===== config.mk =====
export PLATFORM = sky130hd
export DESIGN_NAME = uart_rx
export DESIGN_NICKNAME = d
export VERILOG_FILES = /design/src/rtl/uart_pkg.sv /design/src/rtl/uart_rx_sync.sv /design/src/rtl/uart_rx.sv
export SDC_FILE = /design/constraint.sdc
export NUM_CORES = 1
export LEC_CHECK = 0
export BUFFER_PORTS_ARGS = -buffer_cell sky130_fd_sc_hd__buf_2
export CORE_MARGIN = 4
export CORE_UTILIZATION = 36
export DETAILED_ROUTE_END_ITERATION = 16
export GPL_TIMING_DRIVEN = 0
export PLACE_DENSITY = 0.6
export SYNTH_ARGS = -nofsm -noshare
export SYNTH_HDL_FRONTEND = slang
export SYNTH_SLANG_ARGS = --single-unit
export TNS_END_PERCENT = 10

===== constraint.sdc =====
create_clock -name clk -period 2.94 [get_ports clk]
set_clock_uncertainty 0.2 [all_clocks]
set_input_delay 0.588 -clock clk [delete_from_list [all_inputs] [get_ports clk]]
set_output_delay 0.588 -clock clk [all_outputs]
set_load 0.005 [all_outputs]

===== src/rtl/uart_pkg.sv =====
// Shared UART definitions: receiver/transmitter state encoding and bit-timing helpers.
package uart_pkg;

    typedef enum logic [1:0] {
        IDLE  = 2'd0,
        START = 2'd1,
        DATA  = 2'd2,
        STOP  = 2'd3
    } uart_state_t;

    function automatic int calc_clks_per_bit(input int clock_freq, input int baud_rate);
        return clock_freq / baud_rate;
    endfunction

    function automatic int calc_half_bit(input int clock_freq, input int baud_rate);
        return calc_clks_per_bit(clock_freq, baud_rate) / 2;
    endfunction

endpackage


===== src/rtl/uart_rx_sync.sv =====
// Two-flop synchronizer for the asynchronous serial line; both flops reset to RESET_VAL.
module uart_rx_sync #(
    parameter logic RESET_VAL = 1'b1
) (
    input  logic clk,
    input  logic rst,
    input  logic d,
    output logic q
);

    logic meta;

    always_ff @(posedge clk) begin
        if (rst) begin
            meta <= RESET_VAL;
            q    <= RESET_VAL;
        end else begin
            meta <= d;
            q    <= meta;
        end
    end

endmodule


===== src/rtl/uart_rx.sv =====
// 8N1 UART receiver with valid/ready output, frame-error and overrun pulses.
// Define UART_RX_MAJORITY_EN to take each bit as a 2-of-3 vote around the sample point.
module uart_rx
    import uart_pkg::*;
#(
    parameter int CLOCK_FREQ = 100_000_000,
    parameter int BAUD_RATE  = 115200
) (
    input  logic       clk,
    input  logic       rst,
    input  logic       rx,
    output logic [7:0] rx_data,
    output logic       rx_valid,
    input  logic       rx_ready,
    output logic       frame_err,
    output logic       overrun
);

    localparam int CLKS_PER_BIT = calc_clks_per_bit(CLOCK_FREQ, BAUD_RATE);
    localparam int HALF_BIT     = calc_half_bit(CLOCK_FREQ, BAUD_RATE);
    localparam logic [15:0] FULL_TGT = 16'(CLKS_PER_BIT - 1);
    localparam logic [15:0] HALF_TGT = 16'(HALF_BIT - 1);

    logic        rx_s;
    logic        sample;
    uart_state_t state, state_next;
    logic [15:0] clk_count, clk_count_next;
    logic [2:0]  bit_index, bit_index_next;
    logic [7:0]  shift_reg, shift_next;
    logic        stop_err, stop_err_next;
    logic        deliver;
    logic        frame_err_next;

    uart_rx_sync #(.RESET_VAL(1'b1)) u_sync (
        .clk (clk),
        .rst (rst),
        .d   (rx),
        .q   (rx_s)
    );

`ifdef UART_RX_MAJORITY_EN
    // rx_hist holds rx_s from one and two cycles back, so the vote spans target-2..target.
    logic [1:0] rx_hist;

    always_ff @(posedge clk) begin
        if (rst) rx_hist <= 2'b11;
        else     rx_hist <= {rx_hist[0], rx_s};
    end

    assign sample = (rx_hist[1] & rx_hist[0]) | (rx_hist[1] & rx_s) | (rx_hist[0] & rx_s);
`else
    assign sample = rx_s;
`endif

    always_ff @(posedge clk) begin
        if (rst) begin
            state     <= IDLE;
            clk_count <= '0;
            bit_index <= '0;
            shift_reg <= '0;
            stop_err  <= 1'b0;
        end else begin
            state     <= state_next;
            clk_count <= clk_count_next;
            bit_index <= bit_index_next;
            shift_reg <= shift_next;
            stop_err  <= stop_err_next;
        end
    end

    always_comb begin
        state_next     = state;
        clk_count_next = clk_count;
        bit_index_next = bit_index;
        shift_next     = shift_reg;
        stop_err_next  = stop_err;
        deliver        = 1'b0;
        frame_err_next = 1'b0;
        unique case (state)
            IDLE: begin
                clk_count_next = '0;
                bit_index_next = '0;
                stop_err_next  = 1'b0;
                if (!rx_s) state_next = START;
            end
            START: begin
                if (clk_count == HALF_TGT) begin
                    clk_count_next = '0;
                    state_next     = sample ? IDLE : DATA;
                end else begin
                    clk_count_next = clk_count + 16'd1;
                end
            end
            DATA: begin
                if (clk_count == FULL_TGT) begin
                    clk_count_next        = '0;
                    shift_next[bit_index] = sample;
                    bit_index_next        = bit_index + 3'd1;
                    if (bit_index == 3'd7) state_next = STOP;
                end else begin
                    clk_count_next = clk_count + 16'd1;
                end
            end
            STOP: begin
                // After a bad stop bit, hold here until the line returns high.
                if (stop_err) begin
                    if (rx_s) begin
                        stop_err_next = 1'b0;
                        state_next    = IDLE;
                    end
                end else if (clk_count == FULL_TGT) begin
                    clk_count_next = '0;
                    if (sample) begin
                        deliver    = 1'b1;
                        state_next = IDLE;
                    end else begin
                        frame_err_next = 1'b1;
                        stop_err_next  = 1'b1;
                    end
                end else begin
                    clk_count_next = clk_count + 16'd1;
                end
            end
            default: state_next = IDLE;
        endcase
    end

    // A completed byte lands only if the output slot is empty or being drained this cycle.
    always_ff @(posedge clk) begin
        if (rst) begin
            rx_data   <= '0;
            rx_valid  <= 1'b0;
            frame_err <= 1'b0;
            overrun   <= 1'b0;
        end else begin
            frame_err <= frame_err_next;
            overrun   <= 1'b0;
            if (deliver) begin
                if (!rx_valid || rx_ready) begin
                    rx_data  <= shift_reg;
                    rx_valid <= 1'b1;
                end else begin
                    overrun <= 1'b1;
                end
            end else if (rx_valid && rx_ready) begin
                rx_valid <= 1'b0;
            end
        end
    end

endmodule


# Yosys cells after proc, flatten, opt, wreduce, memory -nomap -nowiden
# Cells that the tools add are included.
# word_totals
reg_bits,43
latch_bits,0
ram_bits,0
romBits,0
output_inout_bits,11
word_cells,75
mem_count,0
# classes
addsub,2
mul,0
div,0
order_cmp,2
eq_ne,13
shift,0
muxes,30
n_bitwise,2
n_reduce_logical,15
# op_table
op,count
$pmux W16 S4,1
$mux W16,3
$add A16 B1 Y16 const B,1
$eq A16 B10 Y1 const B,1
$eq A16 B9 Y1 const B,1
$mux W2,8
$mux W1,12
$ne A2 B2 Y1 const B,5
$bwmux W8,1
$pmux W2 S4,1
$reduce_and A2 Y1,4
$pmux W3 S2,1
$reduce_bool A2 Y1,3
$reduce_and A5 Y1,1
$eq A2 B2 Y1 const B,2
$lt A3 B4 Y1 const B,1
$add A3 B1 Y3 const B,1
$demux W1 S3,1
$eq A3 B3 Y1 const B,1
$ge A3 B1 Y1 const B,1
$mux W3,1
$ne A3 B3 Y1 const B,1
$reduce_or A3 Y1,1
$eq A2 B1 Y1 const B,1
other kinds (8),10

# Longest topological paths before layout
# logic_depth
ltp_word,6
mapped_depth,8
depth_no_buf,7

# By module
# From an unflattened synthesis, not the netlist that was laid out.
# hier_totals
cells_unflattened,216
area_unflattened_um2,2011.9
# modules_own_cells
module,n_inst,cells_per_inst,area_per_inst_um2,seq_area_each_um2
uart_rx,1,212,1959.4,820.8
uart_rx_sync,1,4,52.6,40.0

# Worst setup path before layout
# OpenSTA, ideal clock, no wires.
# synth_timing
path_kind,reg2reg
start,register clk_count[0]
end,register clk_count[0]
setup_time_ps,132
t_arrival_ps,2036
required_time_ps,2608
path_slack_ps,572
path_stages_with_launch,8
path_buffers,1
period_less_slack_ps,2368
cell_sequence,dfxtp_1 -> ha_1 -> or3b_2 -> nor4_4 -> o21ai_1 -> a21boi_2 -> buf_2 -> nor3_1
# synth_between
elab_chain_len,4
# synth_rtl
item,line,text
from (decl),uart_rx.sv:27,"logic [15:0] clk_count, clk_count_next;"
from (signal assigned),uart_rx.sv:64,clk_count <= clk_count_next;
$add A16 B1 Y16 or $eq A16 B10 Y1 (tied branches),n/a,
$mux W16,"uart_rx.sv:95, uart_rx.sv:111",
$mux W16,uart_rx.sv:106,if (stop_err) begin
$pmux W16 S4 (*),uart_rx.sv:79,unique case (state)
# Mark *: on every way between the ends. The rest lies on a longest branch, timed or not. The select of a mux whose other input is x is not followed.
# A chain may end at the register's enable or synchronous reset.

# Final worst setup path
# layout_timing
start,register clk_count[0]
end,register clk_count[12]
# The elaborated chain is that of the path after synthesis.

==> metrics.txt <==
Core Rows 26; CORE AREA between 0.005 and 0.006 mm^2; #FFs+latches synth 43; die area 0.00685 mm^2; post-synthesis sequential area ratio approximately 43%; Crit Path Class reg -> reg; Tmin final 2680 ps; clock slew at reported path FFs 90 ps; final setup violation count 0; layout cells sized above 1 between 10% and 20%; CP Launch Type register; hold wc startpoint u_sync.meta; arrival time at the worst endpoint between 2000 and 3000 ps; initial antenna violation count 0; Netlist cell types 42; Worst-Skew Late Latency ~300 ps; Post-synth ARST share 0%; DRC viols 0; Overall Global Routing Usage 12.6%; Mapped Area about 0.002 mm^2; vias in the first global route 1402; syn_nets 230; met3 wire length roughly 150 um; Peak VDD IR ~0.19 mV; M1 WL 2.17 mm; first-pass GRT wire length 6.55 mm; Post-synth EDFFs 0; clk buf depth 2; unrepaired setup endpoints after global routing false; FMAX 374 MHz; htree depth 2; RR Startpoint clk_count[0]; Tcrit/Tclk final 91.1%; CTS resizes 0; total power 0.00104 W; main flop type after synthesis dfxtp_1; Final Hold Viols 0; Worst R2R End clk_count[12]; Register-to-Register Path Depth 7; P_int 0.000777 W; switch share 25.3%; CTS tree done; Pre-Repair DR Iteration Count 4; # IOs 15; CP endpoint kind register; diode count 0; Top Layer Used met4; area delta synth->final 12.9%; CTS Buf Count 5; hold path depth 1; DIE WIDTH between 80 and 90 um; vias post-DR around 1600; Starting Density about two fifths; drt total wl ~3.9 mm; Worst Hold End u_sync.q; Syn Area/Cell ~9 um^2; total gr overflow 0; Routed Antenna Nets 0; worst-path fanout max 10; Clock Tree Root clkbuf_8; vias per cell 5.03; Routability Congestion 0.858; clock sink count 43; setup TNS 0 ps; max-cap viol count 0; Avg WL per Cell around 13 um; max FFs per register 16; Hold Crit Class reg -> reg; DR WL met2 between 1.5 and 2 mm; net switching power around 0.00026 W; detailed placer's ending HPWL between 2 and 3 mm; Comb pwr share under 10%; Detailed Route Iter0 Violations between 90 and 100; Clock power frac between 30% and 40%; Final Slew Violations 0; Worst Path Required a little under 3000 ps; synth warn 0; Post-Syn Instances roughly 220; run status completed; Reg power frac between 50 and 60%; Worst-Margin Slew 500 ps; flop2flop setup slack between 200 and 300 ps; slew margin rel. 66.6%; power density over the cells around 460 mW/mm^2; pin count of the biggest net entering global routing 16; nets ~250; Die Y ~83 um; PortBufs 13; Leakage 0.835 nW
==> worst max path at each step <==
stage                 startpoint            end  slack, ps  depth (start not counted)
floorplan           clk_count[0]   clk_count[0]        570                          7
global placement    clk_count[0]  clk_count[12]        150                          7
detailed placement  clk_count[0]  clk_count[13]        160                          7
CTS                 clk_count[0]   clk_count[6]        140                          7
global route        clk_count[0]   clk_count[6]        120                          7
finish              clk_count[0]  clk_count[12]        260                          7
==> area by class of cell <==
class,instances,area [um^2]
inverters,9,33.8
multi-input cells,154,1060
clock inverters,3,23.8
flip-flops and latches,43,861
well taps,70,87.6
repair buffers,15,80.1
clock buffers,5,68.8
plain buffers,12,52.6
fillers,565,3000
==> synthesized netlist by cell type, drive strengths merged, types with 2 or more instances <==
library cell / n / area, um^2
nor2: 26 / 97.6
dfxtp: 43 / 861
nand3: 4 / 20.0
or4: 2 / 18.8
or2: 2 / 12.5
nand4: 8 / 50.1
and3: 4 / 25.0
clkbuf: 8 / 31.3
nand2: 9 / 33.8
nor3: 22 / 110
buf: 4 / 21.3
nor4: 3 / 33.8
o211ai: 2 / 15.0
nand4b: 5 / 43.8
xor2: 5 / 43.8
ha: 8 / 100
nand3b: 2 / 15.0
a32oi: 2 / 17.5
nor2b: 5 / 31.3
a21oi: 4 / 20.0
a211oi: 2 / 15.0
or3b: 2 / 17.5
xnor2: 9 / 78.8
mux2i: 17 / 170
inv: 9 / 33.8
==> timing repair <==
item,CTS,global route
hold buffers,0,0
endpoints found under the setup margin,0,10
buffers inserted,0,2
==> layout by cell type, fill, tap and decap left out, types with 5 or more instances in the layout <==
cell | synthesis | final
dfxtp_1 | 43 | 43
nand4b_1 | 5 | 5
clkbuf_8 | 0 | 5
clkbuf_1 | 7 | 7
xor2_1 | 5 | 5
nor3_1 | 22 | 22
nand4_1 | 8 | 8
nor2_1 | 26 | 26
xnor2_1 | 9 | 9
nor2b_1 | 5 | 5
ha_1 | 8 | 8
nand2_1 | 9 | 9
buf_2 | 2 | 15
inv_1 | 9 | 9
mux2i_1 | 17 | 17
==> per-stage QoR <==
stage	hold slack (ps)	cells	utilization [%]	worst slack (ps)	cell area, um^2
floorplan	189	218	-	572	2010
global placement	192	301	41.0	146	2160
detailed placement	194	301	41.0	158	2160
CTS	217	309	42.8	140	2260
global route	261	311	43.1	117	2270
finish	214	311	43.1	263	2270
==> logic make-up after synthesis <==
group	synth area share (%)
buf+inv	4.29
xor+xnor	6.10
compound gates	6.66
mux	8.46
flops	42.8
simple gates	26.7
fa+ha+maj	4.98
==> metal layers <==
metal / global-route usage, % / up-vias
li1: - / 819
met1: 18.9 / 713
met2: 17.1 / 27
met3: 2.93 / 6
met4: 4.90 / 0
met5: 0 / -
==> critical path, cell delays in order, from the launching register on <==
cell and delay [ps]:
dfxtp_1 420, ha_1 230, or3b_2 490, nor4_4 340, o21ai_1 160, a21boi_2 350, buf_2 280, nor3_1 80
==> power by group through the flow <==
stage | combinational (W) | clock (W) | sequential (W)
3_5_place_dp | 0.0000601 | 0 | 0.000604
3_3_place_gp | 0.0000604 | 0 | 0.000605
2_1_floorplan | 0.0000458 | 0 | 0.000603
5_1_grt | 0.0000695 | 0.000430 | 0.000592
6_report | 0.0000601 | 0.000390 | 0.000591
4_1_cts | 0.0000600 | 0.000407 | 0.000591
No activity file was read; power rests on OpenSTA's default activity.
